**src/rtl/dot_pkg.sv**
```systemverilog
// dot_pkg: shared constants for the dot collision stage.
// Holds dot count, fixed dot coordinates and the collider FSM state type.
package dot_pkg;

   localparam int NUM_DOTS = 10;

   typedef logic [9:0] coord_t;

   // Dots sit on one row: x = 64 + 48*i, y = 240.
   localparam coord_t DOT_X [NUM_DOTS] = '{
      10'd64,  10'd112, 10'd160, 10'd208, 10'd256,
      10'd304, 10'd352, 10'd400, 10'd448, 10'd496
   };

   localparam coord_t DOT_Y [NUM_DOTS] = '{default: 10'd240};

   typedef enum logic [1:0] {
      IDLE,
      SCAN,
      SETTLE,
      CHECK
   } state_t;

endpackage

```
**src/rtl/dot_hit_test.sv**
```systemverilog
// dot_hit_test: one-axis window compare, |a - b| <= HIT_RADIUS.
// Ports: a, b (10-bit pixel coords) in; hit out (combinational).
module dot_hit_test #(
   parameter int HIT_RADIUS = 4
) (
   input  logic [9:0] a,
   input  logic [9:0] b,
   output logic       hit
);

   localparam logic [10:0] RADIUS = 11'(HIT_RADIUS);

   logic [10:0] diff;
   logic [10:0] mag;

   // 11-bit two's-complement difference; bit 10 is the sign.
   assign diff = {1'b0, a} - {1'b0, b};
   assign mag  = diff[10] ? (~diff + 11'd1) : diff;
   assign hit  = (mag <= RADIUS);

endmodule

```
**src/rtl/dot_collider.sv**
```systemverilog
// dot_collider: per-frame scan of all dots against the latched Pac-Man
// position; pulses kill_10/eat_pulse per hit, keeps a saturating score
// and a sticky level_clear.
// Ports: Clk, Reset (async, active-high), frame_start, pac_x, pac_y,
// alive_10 in; kill_10, eat_pulse, score, level_clear, busy out.
module dot_collider
   import dot_pkg::*;
#(
   parameter int HIT_RADIUS = 4,
   parameter int DOT_POINTS = 10
) (
   input  logic        Clk,
   input  logic        Reset,
   input  logic        frame_start,
   input  logic [9:0]  pac_x,
   input  logic [9:0]  pac_y,
   input  logic [9:0]  alive_10,
   output logic [9:0]  kill_10,
   output logic        eat_pulse,
   output logic [15:0] score,
   output logic        level_clear,
   output logic        busy
);

   state_t      state;
   state_t      state_nx;
   logic [3:0]  idx;
   logic        start_q;
   logic [9:0]  px;
   logic [9:0]  py;
   logic        arm;
   coord_t      dot_x;
   coord_t      dot_y;
   logic        dot_alive;
   logic        hit_x;
   logic        hit_y;
   logic        hit;
   logic [16:0] sum;
   logic [15:0] score_nx;

   // frame_start is registered first so the position latch and the
   // scan start are one cycle apart; that arming cycle counts as busy.
   assign arm = frame_start && (state == IDLE) && !start_q;

   always_comb begin
      dot_x     = '0;
      dot_y     = '0;
      dot_alive = 1'b0;
      for (int i = 0; i < NUM_DOTS; i++) begin
         if (idx == 4'(i)) begin
            dot_x     = DOT_X[i];
            dot_y     = DOT_Y[i];
            dot_alive = alive_10[i];
         end
      end
   end

   dot_hit_test #(.HIT_RADIUS(HIT_RADIUS)) u_hit_x (
      .a   (px),
      .b   (dot_x),
      .hit (hit_x)
   );

   dot_hit_test #(.HIT_RADIUS(HIT_RADIUS)) u_hit_y (
      .a   (py),
      .b   (dot_y),
      .hit (hit_y)
   );

   assign hit = (state == SCAN) && dot_alive && hit_x && hit_y;

   assign sum      = {1'b0, score} + 17'(DOT_POINTS);
   assign score_nx = sum[16] ? 16'hFFFF : sum[15:0];

   always_ff @(posedge Clk or posedge Reset) begin
      if (Reset) begin
         state <= IDLE;
      end else begin
         state <= state_nx;
      end
   end

   always_comb begin
      state_nx = state;
      unique case (state)
         IDLE:   if (start_q) state_nx = SCAN;
         SCAN:   if (idx == 4'd9) state_nx = SETTLE;
         SETTLE: state_nx = CHECK;
         CHECK:  state_nx = IDLE;
         default: state_nx = IDLE;
      endcase
   end

   always_ff @(posedge Clk or posedge Reset) begin
      if (Reset) begin
         start_q     <= 1'b0;
         px          <= '0;
         py          <= '0;
         idx         <= '0;
         kill_10     <= '0;
         eat_pulse   <= 1'b0;
         score       <= '0;
         level_clear <= 1'b0;
      end else begin
         start_q <= arm;
         if (arm) begin
            px <= pac_x;
            py <= pac_y;
         end
         if (state == SCAN) begin
            idx <= idx + 4'd1;
         end else begin
            idx <= '0;
         end
         kill_10   <= hit ? (10'd1 << idx) : 10'd0;
         eat_pulse <= hit;
         if (hit) begin
            score <= score_nx;
         end
         if ((state == CHECK) && (alive_10 == 10'd0)) begin
            level_clear <= 1'b1;
         end
      end
   end

   assign busy = (state != IDLE) || start_q;

endmodule

```
**config.mk**
```make
export PLATFORM = sky130hd
export DESIGN_NAME = dot_collider
export DESIGN_NICKNAME = d
export VERILOG_FILES = /design/src/rtl/dot_pkg.sv /design/src/rtl/dot_hit_test.sv /design/src/rtl/dot_collider.sv
export SDC_FILE = /design/constraint.sdc
export NUM_CORES = 1
export LEC_CHECK = 0
export CORE_AREA = 2 2 103 105
export CTS_CLUSTER_SIZE = 10
export DETAILED_ROUTE_END_ITERATION = 8
export DIE_AREA = 0 0 105 107
export GPL_TIMING_DRIVEN = 0
export PLACE_DENSITY = 0.55
export SLEW_MARGIN = 10
export SYNTH_ARGS = -nofsm -noshare
export SYNTH_HDL_FRONTEND = slang
export SYNTH_SLANG_ARGS = --single-unit
```
**constraint.sdc**
```tcl
create_clock -name Clk -period 5 [get_ports Clk]
set_clock_uncertainty 0.15 [all_clocks]
set_input_delay 1 -clock Clk [delete_from_list [all_inputs] [get_ports Clk]]
set_output_delay 1 -clock Clk [all_outputs]
set_load 0.02 [all_outputs]
```
==> results of run 1 <==
==> state kept, by name, indices dropped and copies added, names as in the netlist <==
name and count:
eat_pulse 1, idx 4, kill_10 10, level_clear 1, px 10, py 10
score 16, start_q 1, state 2
==> cell usage in the layout, fill, tap and decap left out, types with 6 or more instances in the layout <==
cell / n
mux2_2: 25
a41oi_1: 6
clkbuf_1: 9
nor3_1: 6
nor4_1: 14
o21ai_0: 23
ha_1: 21
nand2_1: 30
nand3_1: 11
clkdlybuf4s50_1: 61
nand2b_1: 7
nor2b_1: 10
nor2_1: 23
and3_2: 7
inv_1: 24
dfrtp_1: 55
a21oi_1: 18
==> routing by layer <==
| metal | wire length [um] | vias to the layer above | part of all wire |
|---|---|---|---|
| li1 | - | 1550 | - |
| met1 | 4178 | 1493 | 0.49 |
| met2 | 3899 | 67 | 0.46 |
| met3 | 321 | 4 | 0.038 |
| met4 | 91 | 0 | 0.011 |
| met5 | 0 | - | 0 |
==> timing repair <==
| item | CTS | global route |
|---|---|---|
| hold endpoints to repair | 0 | 0 |
| setup buffers | 0 | 2 |
| setup endpoints to repair | 0 | 11 |
| hold buffers | 0 | 0 |
==> logic make-up after synthesis <==
kind of cell	after synthesis	synth area share
AOI/OAI and AO/OA	87	0.1619
xor gates and xnor gates	5	0.01206
adders and majority gates	23	0.08336
buffers and inverters	37	0.04685
DFF	55	0.3789
muxes	30	0.09129
and+or+nand+nor	145	0.2256
==> final timing paths <==
kind                                       from  slack (ps)  cells after the start                   end
hold / removal             score[0]$_DFFE_PP0P_         320                      1  score[0]$_DFFE_PP0P_
hold reg to reg            score[0]$_DFFE_PP0P_         320                      1  score[0]$_DFFE_PP0P_
setup / recovery               idx[1]$_DFF_PP0_         370                     17  score[1]$_DFFE_PP0P_
min in group asynchronous                 Reset         980                      2  kill_10[4]$_DFF_PP0_
setup reg to reg               idx[1]$_DFF_PP0_         370                     17  score[1]$_DFFE_PP0P_
max in group asynchronous                 Reset        3160                      3  kill_10[7]$_DFF_PP0_
==> per-stage QoR <==
step	instances	setup slack [ps]	utilization	instance area [um2]	hold WS [ps]
2_1_floorplan	382	701.6	-	3632	325.0
3_3_place_gp	579	286.3	0.4373	4413	296.8
3_5_place_dp	580	241.9	0.4393	4433	300.8
4_1_cts	588	209.5	0.4477	4518	324.9
5_1_grt	590	23.29	0.4492	4533	353.7
6_report	590	367.3	0.4492	4533	317.2
==> power breakdown <==
| part | switching, mW | leakage (nW) | total, mW | internal [mW] |
|---|---|---|---|---|
| logic | 0.846 | 1.17 | 1.47 | 0.624 |
| registers | 0.0855 | 0.717 | 0.631 | 0.546 |
| clock network | 0.146 | 0.0412 | 0.245 | 0.0985 |
| total | 1.08 | 1.93 | 2.35 | 1.27 |
==> layout make-up <==
class,count,area [um2]
buffer,12,76.32
fill,1027,5559
multi-input combinational,290,2086
clock buffer,6,72.57
inverter,25,93.84
tap,136,170.2
sequential,55,1376
clock inverter,2,12.51
timing repair buffer,64,645.6
==> worst max-delay path, delay by kind of cell, from the launching register on <==
family	cells	cell delay [ps]
simple gates	7	1700
buf+inv	5	720
compound gates	2	700
fa+ha+maj	2	500
flops	1	400
mux	1	330
==> reports/metrics.cfg, run 1 <==
[status]
status = finished, final reports clean

[cts]
clock_sinks = 55
numCtsBuffers = 5
cts_tree = done
clock_latency_ps = 300
htree_levels = 2
clk_pin_slew_ps = 100
post_cts_resize_count = 0
cts-root-buf = clkbuf_8
cts_buffer_depth = 2

[route]
drt_iter0_markers = 148
drcViolationCount = 0
wl_mm = 8.490
vias = 3114
routedWlPerCell_um = 14.39
first_pass_iters = 4
vias_per_cell = 5.278
detail-route-antenna-nets = 0

[floorplanning]
die_area_um2 = 11240
start_util = 0.3599
rows = 37
die_w_um = 105
chipHeight_um = 107
pin_count = 62
core_area_um2 = 10090

[global_routing]
grt_pass1_vias = 2990
grt_max_degree = 33
overflow = 0
busiest_layer = met2
grtUsageMet1 = 0.2113
antenna_found_initial = 0
met3_usage = 0.02796
grt_pass1_wl_mm = 14.14
grtUsageMet2 = 0.2500
grt_use_total = 0.1549

[synth]
synthFlopType = dfrtp_1
ys_seq_area_frac = 0.3789
synthDominantCellAreaShare = 0.3789
postSynthCellCount = 382
ys_top_cells_by_count = dfrtp_1, nand2_1, inv_1, mux2_2
ys_types = 62
ys_top_cells_by_area = dfrtp_1, mux2_2, ha_1
synth_edf_count = 0
ys_warn_count = 0
syn_area_um2 = 3632
post-synth-top-count-cell = dfrtp_1
ys_seq_elements = 55
synthArstFlopShare = 1.000
syn_avg_cell_area_um2 = 9.508
synth_top_area_cell = dfrtp_1
synthesis.nets = 438

[setup_path]
critical_path.cell_chain = inv_1 -> ha_1 -> clkbuf_1 -> nor4_1 -> nor2_1 -> or2_2 -> inv_1 -> ha_1 -> buf_6 -> a211o_1 -> nor3_4 -> nand2b_2 -> o32a_1 -> nor4_4 -> and3_1 -> buf_6 -> mux2_2
crit_arrival_ps = 4670
startpoint_type = register
cp.required_ps = 5040
crit_fanout = 10
criticalPathCategory = register to register
max_stage_delay_ps = 400
cp-end-kind = register
critPathSlowestCell = dfrtp_1

[timing]
setup_violations = 0
tightest_slew_ps = 749.4
period_minus_slack_ps = 4633
hold_violations = 0
drv_slew = 0
fin_setup_tns_ps = 0
rsz0062_at_grt = no
slew_headroom = 0.4982
final.period_utilization = 0.9265
fmax_ghz = 0.2159

[place]
routabilityCongestion = 0.8350
hpwl_mm = 6.461
portBuffers = 61

[job]
maxCapViolations = 0

[layout]
syn_to_final_growth_pct = 24.80
drive_gt1_frac = 0.1322
antenna_cells = 0
nets = 509

[power_and_ir_drop]
p_leak_nw = 1.931
finalPower_mw = 2.346
p_per_area_nw_per_um2 = 517.6
vdd_drop_max_uv = 218.5

[hold_path]
hold_class = register to register

No activity file was read; power rests on OpenSTA's default activity.
==> inputs of run 2 (changes only) <==
--- a/config.mk
+++ b/config.mk
@@ -11,6 +11,7 @@
 export DIE_AREA = 0 0 105 107
 export GPL_TIMING_DRIVEN = 0
 export PLACE_DENSITY = 0.55
+export SKIP_LAST_GASP = 1
 export SLEW_MARGIN = 10
 export SYNTH_ARGS = -nofsm -noshare
 export SYNTH_HDL_FRONTEND = slang
==> results of run 2 <==
No change in the layout: final DEF, timing and power equal those of run 1.
